==> src/rtl/pes_vm_pkg.sv <==
// Shared vending-machine definitions: coin codes used by the coin front end and
// the downstream FSM, plus the front-end state encoding.
package pes_vm_pkg;

  localparam logic [1:0] COIN_NONE = 2'b00;
  localparam logic [1:0] COIN_5    = 2'b01;
  localparam logic [1:0] COIN_10   = 2'b10;
  localparam logic [1:0] COIN_BOTH = 2'b11;

  typedef enum logic [1:0] {
    ST_IDLE     = 2'd0,
    ST_QUAL     = 2'd1,
    ST_WAIT_REL = 2'd2,
    ST_FAULT    = 2'd3
  } fe_state_e;

  function automatic logic [7:0] sat_inc8(input logic [7:0] v);
    return (v == 8'hFF) ? v : v + 8'd1;
  endfunction

endpackage

==> src/rtl/pes_sync2.sv <==
// Two-flop synchroniser for asynchronous level inputs, cleared by synchronous reset.
module pes_sync2 #(
  parameter int W = 2
) (
  input  logic         clock,
  input  logic         reset,
  input  logic [W-1:0] d,
  output logic [W-1:0] q
);

  logic [W-1:0] meta_q;
  logic [W-1:0] sync_q;

  always_ff @(posedge clock) begin
    if (reset) begin
      meta_q <= '0;
      sync_q <= '0;
    end else begin
      meta_q <= d;
      sync_q <= meta_q;
    end
  end

  assign q = sync_q;

endmodule

==> src/rtl/pes_coin_front.sv <==
// Coin acceptor front end: synchronise, debounce and qualify the two slot sensors,
// emit one coin code or reject pulse per coin, and latch a sticky stuck-sensor fault.
module pes_coin_front
  import pes_vm_pkg::*;
#(
  parameter int DEBOUNCE_CYCLES = 4,
  parameter int MAX_PULSE       = 16,
  parameter int CNT_W           = 5
) (
  input  logic       clock,
  input  logic       reset,
  input  logic       coin5_raw,
  input  logic       coin10_raw,
  input  logic       inhibit,
  output logic [1:0] coin_code,
  output logic       reject,
  output logic       fault,
  output logic [7:0] coins_accepted
);

  localparam logic [CNT_W-1:0] QUAL_LAST = CNT_W'(DEBOUNCE_CYCLES - 1);
  localparam logic [CNT_W-1:0] HOLD_LAST = CNT_W'(MAX_PULSE - 1);
  localparam logic [CNT_W-1:0] CNT_ONE   = CNT_W'(1);

  logic [1:0] s;

  pes_sync2 #(.W(2)) u_sync (
    .clock (clock),
    .reset (reset),
    .d     ({coin10_raw, coin5_raw}),
    .q     (s)
  );

  fe_state_e        state_q, state_d;
  logic [1:0]       cand_q, cand_d;
  logic [CNT_W-1:0] cnt_q, cnt_d;
  logic [1:0]       code_q, code_d;
  logic             reject_q, reject_d;
  logic             fault_q, fault_d;
  logic [7:0]       coins_q, coins_d;

  always_comb begin
    state_d  = state_q;
    cand_d   = cand_q;
    cnt_d    = cnt_q;
    code_d   = COIN_NONE;
    reject_d = 1'b0;
    fault_d  = fault_q;
    coins_d  = coins_q;
    case (state_q)
      ST_IDLE: begin
        if (s != COIN_NONE) begin
          cand_d  = s;
          cnt_d   = CNT_ONE;
          state_d = ST_QUAL;
        end
      end
      ST_QUAL: begin
        if (s == COIN_NONE) begin
          cnt_d   = '0;
          state_d = ST_IDLE;
        end else if (s != cand_q) begin
          cand_d = s;
          cnt_d  = CNT_ONE;
        end else if (cnt_q == QUAL_LAST) begin
          // Qualify edge: the only point where inhibit is consulted.
          cnt_d   = '0;
          state_d = ST_WAIT_REL;
          if (cand_q == COIN_BOTH || inhibit) begin
            reject_d = 1'b1;
          end else begin
            code_d  = cand_q;
            coins_d = sat_inc8(coins_q);
          end
        end else begin
          cnt_d = cnt_q + CNT_ONE;
        end
      end
      ST_WAIT_REL: begin
        if (s == COIN_NONE) begin
          cnt_d   = '0;
          state_d = ST_IDLE;
        end else if (cnt_q == HOLD_LAST) begin
          cnt_d   = cnt_q + CNT_ONE;
          fault_d = 1'b1;
          state_d = ST_FAULT;
        end else begin
          cnt_d = cnt_q + CNT_ONE;
        end
      end
      ST_FAULT: begin
        state_d = ST_FAULT;
      end
      default: begin
        state_d = ST_IDLE;
      end
    endcase
  end

  always_ff @(posedge clock) begin
    if (reset) begin
      state_q  <= ST_IDLE;
      cand_q   <= COIN_NONE;
      cnt_q    <= '0;
      code_q   <= COIN_NONE;
      reject_q <= 1'b0;
      fault_q  <= 1'b0;
      coins_q  <= 8'd0;
    end else begin
      state_q  <= state_d;
      cand_q   <= cand_d;
      cnt_q    <= cnt_d;
      code_q   <= code_d;
      reject_q <= reject_d;
      fault_q  <= fault_d;
      coins_q  <= coins_d;
    end
  end

  assign coin_code      = code_q;
  assign reject         = reject_q;
  assign fault          = fault_q;
  assign coins_accepted = coins_q;

endmodule

==> config.mk <==
export PLATFORM = sky130hd
export DESIGN_NAME = pes_coin_front
export DESIGN_NICKNAME = d
export VERILOG_FILES = /design/src/rtl/pes_vm_pkg.sv /design/src/rtl/pes_sync2.sv /design/src/rtl/pes_coin_front.sv
export SDC_FILE = /design/constraint.sdc
export NUM_CORES = 1
export LEC_CHECK = 0
export BUFFER_PORTS_ARGS = -buffer_cell sky130_fd_sc_hd__buf_4
export CORE_MARGIN = 1
export CORE_UTILIZATION = 56
export DETAILED_ROUTE_END_ITERATION = 16
export PLACE_DENSITY_LB_ADDON = 0.25
export SKIP_LAST_GASP = 1
export SLEW_MARGIN = 15
export SYNTH_ARGS = -nofsm -noshare
export SYNTH_HDL_FRONTEND = slang
export SYNTH_SLANG_ARGS = --single-unit
export TNS_END_PERCENT = 10
==> constraint.sdc <==
create_clock -name clock -period 2.2 [get_ports clock]
set_clock_uncertainty 0.05 [all_clocks]
set_input_delay 0.44 -clock clock [delete_from_list [all_inputs] [get_ports clock]]
set_output_delay 0.44 -clock clock [all_outputs]
set_load 0.005 [all_outputs]
==> metrics <==
Via-to-Cell Ratio around 6.2; Antenna Cells 0; outcome finished, final reports clean; TritonRoute pass-1 iters 4; CTS tree yes; HPWL Detailed between 2000 and 2500 µm; Critical-path top delay cell or4_1; Final period util 93.0%; Clock Pin Slew Worst Setup and Hold Paths 0.14 ns; VDD IR max 0.513 mV; Routed WL per cell 15.2 µm; fmax 489 MHz; endpoint type of the worst setup path register; area of the mapped netlist between 1000 and 1500 µm²; Worst Setup Start Kind register; Leak about 0.6 nW; Initial Util roughly three fifths; synth warn 0; DR iter-0 viols 38; Post-DRT Antenna Nets 0; TritonCTS Buffers 3; final instance area 1540 µm²; pre-CTS WS 0.0909 ns; worst relative slew slack between 70 and 80%; # DRC 0; Avg Cell Area, Syn 9.48 µm²; crit path time final about 2 ns; setup violators final 0; detailed-route via count 1177; met1 Resource Use GR between 20% and 30%; final net count 175; post-synth cell types approximately 50; leading area contributor after synthesis dfxtp_1; IO buf count 16; cell count after synthesis 145; vias in the first global route 1092; first-pass GRT wire length 4830 µm; Post-synth EDFFs 0; syn_nets around 160; Setup WS post-layout 0.155 ns; Final Hold Fails 0; Max Cap Violations 0; reg2reg start cnt_q[0]; final RePlAce weighted congestion between 0.9 and 1; Crit path required time around 2.4 ns; Worst Hold Launch coin10_raw; P&R area growth vs syn 11.6%; grt ovf 0; GR peak layer met2; largest net degree at the start of global routing 30; crit-path max FO 12; Reg area 500 µm²; HP Class in -> reg; Worst-Skew Late Latency 0.32 ns; All-Layer GR Usage 24.4%; Synth Register Bits 25; layout cells sized above 1 21.7%; Root Buffer clkbuf_4; multi-input gate area in the final layout 816 µm²; Crit path buffers/inverters 0; Slew Limit Fails 0; Slew @ Worst Pin 0.444 ns; crit path from cnt_q[0]; synth top area cells dfxtp_1 36%, ha_1 7.3%, a21oi_1 3.6%, nor2_1 3.0%, nand3_1 2.9%; Core Area 2250 µm²; initial antenna violation count 0; die width around 52 µm; sequential area share after synthesis between 30% and 40%; Synth top cells by count 25 x dfxtp_1, 11 x nor2_1, 10 x a21oi_1; grt met2 use between 40% and 50%; Primary FF master, synth dfxtp_1; Die Span Y 51.6 µm; cell row count 17; WP data arrival 2.26 ns; most common cell in the netlist dfxtp_1; CTS sink cnt 25; slowest stage delay, CP 0.55 ns; P per Cell Area 514 nW/µm²; maximum buffer depth of the clock tree 2; CP delay by family, top simple AND/OR/NAND/NOR gates; dpl cell area 1490 µm²; Total Power 0.000789 W; Detailed Route WL 2880 µm; Ports 17; Yosys top cell area share between 30% and 40%; GR Util met3 under 10%; # fillers 204; CP Class reg -> reg; Die Area 2660 µm²; number of H-tree levels 1; async set-or-reset flop fraction in the synthesized netlist 0%; Cell Chain, Critical Path ha_1 -> nor4b_4 -> nand4b_4 -> or4_1 -> a21oi_1
## per-layer routing
| layer | up-vias | wire [µm] |
|---|---|---|
| met1 | 551 | 1250 |
| met5 | - | 0 |
| li1 | 573 | - |
| met2 | 49 | 1430 |
| met4 | 0 | 33 |
| met3 | 4 | 166 |
## layout by cell type, fill, tap and decap left out, types with 2 or more instances in the layout
master    synthesis  layout
nand3b_1          3       3
clkbuf_4          0       3
nor3b_1           2       2
a31o_2            2       2
dfxtp_1          25      25
nor4_1            2       2
inv_1             6       6
nor2b_1           6       6
a211oi_1          3       3
a21o_1            2       2
a21oi_1          10      10
o21ai_0           4       4
nand2b_1          2       2
a31oi_1           2       2
buf_4             0      18
xnor2_2           2       2
a311oi_1          2       2
nand2_1           6       6
ha_1              8       8
o211a_1           2       2
nand3_1           8       8
or4_1             2       2
o31ai_1           2       2
nor2_1           11      11
mux2i_1           3       3
## path summary, 6_finish.rpt
path | to | slack [ns] | cells past startpoint
setup / recovery | coins_accepted[5] | 0.15 | 5
hold reg to reg | u_sync.q[1] | 0.41 | 1
hold / removal | u_sync.meta_q[1] | 0.28 | 2
setup reg to reg | coins_accepted[5] | 0.15 | 5
## cell type report
cell class	instances	share of cell area [%]
well taps	28	2.28
inverters	6	1.47
multi-input cells	108	53.1
clock buffers	4	1.71
flip-flops and latches	25	32.6
repair buffers	18	8.80
## metrics by stage
| step | hold slack [ns] | util [%] | TNS (ns) | cells |
|---|---|---|---|---|
| 6_report | 0.283 | 68.1 | 0 | 189 |
| 5_1_grt | 0.267 | 68.1 | -0.0144 | 189 |
| 4_1_cts | 0.272 | 67.0 | 0 | 187 |
| 3_5_place_dp | 0.375 | 65.9 | 0 | 183 |
| 3_3_place_gp | 0.374 | 65.9 | 0 | 183 |
| 2_1_floorplan | 0.364 | - | 0 | 145 |
## cell families after synthesis
| logic type | Yosys count | share of synthesized area (%) |
|---|---|---|
| AO/OA/AOI/OAI | 38 | 19.7 |
| XOR/XNOR | 2 | 2.37 |
| adder cells (fa/ha/maj) | 8 | 7.28 |
| buffers and inverters | 12 | 4.91 |
| flip-flops | 25 | 36.4 |
| multiplexers | 5 | 3.82 |
| AND/OR/NAND/NOR | 55 | 25.6 |
## report_power, final
part | switching, W | internal [W] | leakage [nW]
Combinational | 0.0000649 | 0.0000401 | 0.390
Sequential | 0.0000138 | 0.000464 | 0.203
Clock | 0.000135 | 0.0000710 | 0.0150
Total | 0.000214 | 0.000575 | 0.608
## worst reg2reg max path, cell delays in order, from the launching register on
cell,delay [ns]
dfxtp_1,0.40
ha_1,0.25
nor4b_4,0.33
nand4b_4,0.24
or4_1,0.55
a21oi_1,0.16
## timing repair
action / CTS / global route
hold buffers: 0 / 0
gates resized for setup: 0 / 1
buffers inserted: 0 / 2
endpoints found under the setup margin: 0 / 6
## state kept, by name, summed over array words and instances (netlist names)
register        count
coin_code           2
state_q             2
fault               1
coins_accepted      8
u_sync.meta_q       2
cnt_q               5
u_sync.q            2
cand_q              2
reject              1
Power figures use the tool's default switching activity.
